<file path="config.mk">
export PLATFORM = sky130hd
export DESIGN_NAME = pattern_gen
export DESIGN_NICKNAME = d
export VERILOG_FILES = /design/src/rtl/pattern_gen.sv
export SDC_FILE = /design/constraint.sdc
export NUM_CORES = 1
export LEC_CHECK = 0
export BUFFER_PORTS_ARGS = -buffer_cell sky130_fd_sc_hd__buf_4
export CAP_MARGIN = 20
export CORE_UTILIZATION = 25
export DETAILED_ROUTE_END_ITERATION = 7
export GPL_TIMING_DRIVEN = 0
export HOLD_SLACK_MARGIN = 0.1
export PLACE_DENSITY_LB_ADDON = 0.25
export SETUP_SLACK_MARGIN = 0.3
export SYNTH_ARGS = -nofsm -noshare
export SYNTH_HDL_FRONTEND = slang
export SYNTH_SLANG_ARGS = --single-unit
</file>
<file path="constraint.sdc">
create_clock -name clk_pix -period 4.02 [get_ports clk_pix]
set_clock_uncertainty 0.2 [all_clocks]
set_input_delay 0.201 -clock clk_pix [delete_from_list [all_inputs] [get_ports clk_pix]]
set_output_delay 0.201 -clock clk_pix [all_outputs]
set_load 0.01 [all_outputs]
</file>
<file path="src/rtl/pattern_gen.sv">
// rtl/pattern_gen.sv - multi-mode video test-pattern generator; PATTERN_AUTO_CYCLE_EN enables frame-count mode cycling
module pattern_gen #(
    parameter int H_RES       = 1024,
    parameter int V_RES       = 768,
    parameter int BPC         = 8,
    parameter int GRAD_SHIFT  = 1,
    parameter int CHECK_LOG2  = 5,
    parameter int BOX_SIZE    = 64,
    parameter int AUTO_FRAMES = 120
) (
    input  logic           clk_pix,
    input  logic           rst_n,
    input  logic [12:0]    h,
    input  logic [12:0]    v,
    input  logic           active,
    input  logic [1:0]     mode_sel,
    output logic [BPC-1:0] r,
    output logic [BPC-1:0] g,
    output logic [BPC-1:0] b,
    output logic           de,
    output logic [1:0]     mode_cur
);
    localparam logic [13:0] H_LIM    = 14'(H_RES);
    localparam logic [13:0] V_LIM    = 14'(V_RES);
    localparam logic [13:0] BOX      = 14'(BOX_SIZE);
    localparam logic [12:0] BAR_LAST = 13'(H_RES / 8 - 1);
    localparam logic [12:0] H_HALF   = 13'(H_RES / 2);
    localparam logic [12:0] V_HALF   = 13'(V_RES / 2);

    logic           fs;
    logic [1:0]     mode_q, mode_d;
    logic [12:0]    x_q, x_d, y_q, y_d;
    logic           dx_q, dx_d, dy_q, dy_d;
    logic [12:0]    pos_q, pos_d, cur_pos;
    logic [2:0]     idx_q, idx_d, cur_idx;
    logic [12:0]    h1_q, h1_d, v1_q, v1_d;
    logic           act1_q, act1_d, left1_q, left1_d, top1_q, top1_d, chk1_q, chk1_d;
    logic [2:0]     bar1_q, bar1_d;
    logic [BPC-1:0] r_q, r_d, g_q, g_d, b_q, b_d;
    logic           de_q, de_d;
    logic [BPC-1:0] ramp;
    logic           in_box;
    logic [2:0]     rgb_on;

`ifdef PATTERN_AUTO_CYCLE_EN
    localparam int         FCW       = $clog2(AUTO_FRAMES) + 1;
    localparam logic [FCW-1:0] FCNT_LAST = FCW'(AUTO_FRAMES - 1);
    logic [FCW-1:0] fcnt_q, fcnt_d;
`endif

    assign fs     = (h == 13'd0) && (v == 13'd0);
    assign ramp   = BPC'(h1_q >> GRAD_SHIFT);
    // Box test uses stage-1 coordinates against post-fs box position, so the whole frame agrees
    assign in_box = (h1_q >= x_q) && ({1'b0, h1_q} < {1'b0, x_q} + BOX) &&
                    (v1_q >= y_q) && ({1'b0, v1_q} < {1'b0, y_q} + BOX);

    always_comb begin
        mode_d = mode_q;
        x_d    = x_q;
        y_d    = y_q;
        dx_d   = dx_q;
        dy_d   = dy_q;
`ifdef PATTERN_AUTO_CYCLE_EN
        fcnt_d = fcnt_q;
        if (fs) begin
            if (fcnt_q == FCNT_LAST) begin
                fcnt_d = '0;
                mode_d = mode_q + 2'd1;
            end else begin
                fcnt_d = fcnt_q + FCW'(1);
            end
        end
`else
        if (fs) mode_d = mode_sel;
`endif
        if (fs) begin
            if (dx_q && ({1'b0, x_q} + BOX == H_LIM)) begin
                dx_d = 1'b0;
                x_d  = x_q - 13'd1;
            end else if (!dx_q && x_q == 13'd0) begin
                dx_d = 1'b1;
                x_d  = 13'd1;
            end else begin
                x_d = dx_q ? x_q + 13'd1 : x_q - 13'd1;
            end
            if (dy_q && ({1'b0, y_q} + BOX == V_LIM)) begin
                dy_d = 1'b0;
                y_d  = y_q - 13'd1;
            end else if (!dy_q && y_q == 13'd0) begin
                dy_d = 1'b1;
                y_d  = 13'd1;
            end else begin
                y_d = dy_q ? y_q + 13'd1 : y_q - 13'd1;
            end
        end

        // Counters hold the position of the next pixel; h==0 forces a fresh line
        cur_pos = (h == 13'd0) ? 13'd0 : pos_q;
        cur_idx = (h == 13'd0) ? 3'd0 : idx_q;
        if (cur_pos == BAR_LAST) begin
            pos_d = 13'd0;
            idx_d = (cur_idx == 3'd7) ? 3'd7 : cur_idx + 3'd1;
        end else begin
            pos_d = cur_pos + 13'd1;
            idx_d = cur_idx;
        end

        h1_d    = h;
        v1_d    = v;
        act1_d  = active;
        left1_d = h < H_HALF;
        top1_d  = v < V_HALF;
        chk1_d  = h[CHECK_LOG2] ^ v[CHECK_LOG2];
        bar1_d  = cur_idx;

        r_d    = '0;
        g_d    = '0;
        b_d    = '0;
        rgb_on = 3'b000;
        case (mode_q)
            2'd0: begin
                case ({top1_q, left1_q})
                    2'b11:   r_d = ramp;
                    2'b10:   g_d = ramp;
                    2'b01:   b_d = ramp;
                    default: begin
                        r_d = ramp;
                        g_d = ramp;
                        b_d = ramp;
                    end
                endcase
            end
            2'd1: begin
                case (bar1_q)
                    3'd0:    rgb_on = 3'b111;
                    3'd1:    rgb_on = 3'b110;
                    3'd2:    rgb_on = 3'b011;
                    3'd3:    rgb_on = 3'b010;
                    3'd4:    rgb_on = 3'b101;
                    3'd5:    rgb_on = 3'b100;
                    3'd6:    rgb_on = 3'b001;
                    default: rgb_on = 3'b000;
                endcase
            end
            2'd2:    rgb_on = {3{chk1_q}};
            default: rgb_on = {3{in_box}};
        endcase
        if (mode_q != 2'd0) begin
            r_d = {BPC{rgb_on[2]}};
            g_d = {BPC{rgb_on[1]}};
            b_d = {BPC{rgb_on[0]}};
        end
        if (!act1_q) begin
            r_d = '0;
            g_d = '0;
            b_d = '0;
        end
        de_d = act1_q;
    end

    always_ff @(posedge clk_pix or negedge rst_n) begin
        if (!rst_n) begin
            mode_q  <= 2'd0;
            x_q     <= 13'd0;
            y_q     <= 13'd0;
            dx_q    <= 1'b1;
            dy_q    <= 1'b1;
            pos_q   <= 13'd0;
            idx_q   <= 3'd0;
            h1_q    <= 13'd0;
            v1_q    <= 13'd0;
            act1_q  <= 1'b0;
            left1_q <= 1'b0;
            top1_q  <= 1'b0;
            chk1_q  <= 1'b0;
            bar1_q  <= 3'd0;
            r_q     <= '0;
            g_q     <= '0;
            b_q     <= '0;
            de_q    <= 1'b0;
        end else begin
            mode_q  <= mode_d;
            x_q     <= x_d;
            y_q     <= y_d;
            dx_q    <= dx_d;
            dy_q    <= dy_d;
            pos_q   <= pos_d;
            idx_q   <= idx_d;
            h1_q    <= h1_d;
            v1_q    <= v1_d;
            act1_q  <= act1_d;
            left1_q <= left1_d;
            top1_q  <= top1_d;
            chk1_q  <= chk1_d;
            bar1_q  <= bar1_d;
            r_q     <= r_d;
            g_q     <= g_d;
            b_q     <= b_d;
            de_q    <= de_d;
        end
    end

`ifdef PATTERN_AUTO_CYCLE_EN
    always_ff @(posedge clk_pix or negedge rst_n) begin
        if (!rst_n) fcnt_q <= '0;
        else        fcnt_q <= fcnt_d;
    end
`endif

    assign r        = r_q;
    assign g        = g_q;
    assign b        = b_q;
    assign de       = de_q;
    assign mode_cur = mode_q;
endmodule

</file>
==> reports/metrics.yaml <==
hold_violations: 0
place_hpwl_um: 12800
powerDensity_nw_per_um2: 301
fin_setup_tns_ns: 0
synthDistinctLibCells: 70
layout_common_cells: "dfrtp_1 (101), a21oi_1 (81), buf_4 (58)"
cts-root-buf: "clkbuf_16"
fmax_mhz: 286
synthToLayoutAreaGrowth_pct: 23.8
cts_buffers: 9
ant_nets: 0
antenna_found_initial: 0
num_antenna_cells: 0
finalMaxSlewViolations: 0
dp.cells: 1055
fin_ws_ns: 0.527
status: "finished clean"
tightest_slew_ns: 1.07
drc: 0
cap_violations: 0
p_clk_share_pct: 38.2
stdcell_count: 1101
grt_pass1_wl_um: 28300
synth_area_leader_cell: "dfrtp_1"
postLayoutCellArea_um2: 7670
final_common_cell: "dfrtp_1"
slew_headroom_pct: 28.0
yosysWarnings: 0
rows: 57
io_buffers: 57
grt_max_degree: 63
synth.area.top_cells: "dfrtp_1 (41%), ha_1 (11%), a21oi_1 (6.5%)"
leakagePower_nw: 3.37
vias: 5425
syn-cell-area_um2: 6190
cts.clk_slew.worst_paths_ns: 0.07
vdd_drop_max_v: 0.000162
sw_frac_of_total_pct: 25.1
synth-seq-cells: 104
clkSinkCount: 104
grt_overflow_total: 0
ctsHtreeMaxLevel: 3
syn_inst: 673
die_h_um: 159
worstSetupPathType: "register to register"
num-fill-cells: 2548
globalplace.congestion: 0.835
drtPass1Iterations: 5
synth_top_flop_cell: "dfrtp_1"
dpl_cell_area_um2: 7060
synth_edf_count: 0
drt_wl_total_um: 17200
final_util_pct: 31.5
setup_viol: 0
clock_latency_ns: 0.35
top_level_ports: 58
async_reset_ff_share_pct: 100
total_power_mw: 2.31
drive_above_1_share_pct: 13.3
viasPerCell: 4.93
cp_data_arrival_time_ns: 3.55
worstHoldPathType: "input port to asynchronous set/reset pin"
combPwrFrac_pct: 11.4
grt_pass1_vias: 5303
clockBufferDepth: 2
cp-end-kind: "register"
yosys.area.top_type_share_pct: 41.2
post-route-period-util_pct: 86.9
rsz0062_at_grt: "no"
wl_per_cell_um: 15.6
power_switching_mw: 0.580
fin_crit_ns: 3.49
fin_nets: 856
cp.required_ns: 4.07
seqPwrFrac_pct: 50.4
p_int_mw: 1.73
dpl_worst_slack_ns: 0.129
avgSynthCellArea_um2: 9.20
crit_fanout: 10
die_w_um: 159
start_kind: "register"
grtUsageTotal_pct: 14.0
tritoncts: "done"
seq_area_frac_synth_pct: 42.1
dr.first_iter.drc_count: 410
start_util_pct: 25.5
coreArea_um2: 24300
synth_nets: 756
hold_ws_ns: 0.200
dieArea_um2: 25400
-- power groups by stage --
stage / Clock, mW / Sequential [mW] / Combinational, mW
after global routing: 0.955 / 1.18 / 0.306
after CTS: 0.913 / 1.16 / 0.268
final: 0.882 / 1.16 / 0.264
after global placement: 0 / 1.18 / 0.237
after floorplan: 0 / 1.18 / 0.129
after detailed placement: 0 / 1.18 / 0.243
-- sequential cells by signal (all words and copies together), names as in the netlist, 2 cells and up --
| signal | cells |
|---|---|
| x_q | 13 |
| v1_q | 13 |
| mode_cur | 2 |
| r | 8 |
| h1_q | 13 |
| idx_q | 3 |
| y_q | 13 |
| g | 8 |
| bar1_q | 3 |
| b | 8 |
| pos_q | 13 |
-- final timing paths --
| kind | end | slack, ns | cells past startpoint | start |
|---|---|---|---|---|
| max in group asynchronous | dx_q | 2.66 | 3 | rst_n |
| worst max-delay path | b[3] | 0.53 | 12 | x_q[6] |
| worst max register to register | b[3] | 0.53 | 12 | x_q[6] |
| min in group clk_pix | de | 0.20 | 0 | act1_q |
| worst min-delay path | v1_q[8] | 0.20 | 2 | rst_n |
| worst min register to register | de | 0.20 | 0 | act1_q |
-- per-layer routing --
layer  wire length [um]  vias to the layer above  track usage (%)  part of all wire, %
met5                  0                        -                0                    0
met4                175                        0             3.02                  1.0
met3                762                       18             3.00                  4.4
met2               7910                      151             22.0                   46
met1               8300                     2591             19.6                   48
li1                   -                     2665                -                    -
-- what timing repair did --
action | in CTS | in global routing
hold buffers | 30 | 0
endpoints found under the hold margin | 74 | 0
endpoints found under the setup margin | 22 | 40
resized for setup | 1 | 5
setup buffers | 1 | 0
pin swaps | 1 | 1
-- Yosys cell counts, drive strengths merged (2+ instances only) --
cell type	number
a22oi	5
nand4	12
a21oi	81
o31ai	4
nor3	22
o2bb2ai	2
and4	8
dfrtp	102
a31o	2
a221o	2
o41ai	4
a21o	10
a221oi	2
xnor2	21
or3	6
ha	52
o21ai	33
or2	3
a211o	2
nor2b	6
or4	5
inv	40
nand2b	3
a31oi	10
o22ai	2
xor2	7
and2	9
dfstp	2
nand2	41
and3	7
a311oi	2
nor4	13
mux2	2
o32a	2
clkbuf	22
nor4b	2
nand4b	3
nand3	39
a211oi	12
buf	14
nor2	37
o21a	2
a32oi	2
-- area by class of cell --
cell class                      count  area, um2  area share (%)
Timing Repair Buffer               89        763            9.95
Sequential cell                   104       2610            34.0
Clock inverter                      5       57.6           0.750
Inverter                           40        150            1.96
Clock buffer                       10        229            2.99
Multi-Input combinational cell    493       3310            43.1
Tap cell                          324        405            5.29
Buffer                             36        153            1.99
-- logic make-up after synthesis --
kind of cell | share of synthesized area [%]
AND/OR/NAND/NOR | 19.1
AO/OA/AOI/OAI | 19.0
flip-flops | 42.1
buffers and inverters | 4.83
adder cells (fa/ha/maj) | 10.5
XOR/XNOR | 3.96
multiplexers | 0.525
-- worst max-delay path, cell delays in order (launching register included) --
cell and delay (ns):
dfrtp_2 0.49, ha_2 0.25, and3_1 0.18, clkbuf_2 0.15, and3_1 0.25, xnor2_1 0.19
ha_1 0.29, a21oi_1 0.14, o221ai_1 0.16, a221oi_2 0.32, nand4b_1 0.24, clkbuf_4 0.26
a211oi_1 0.26
(Power assumes the default switching activity.)
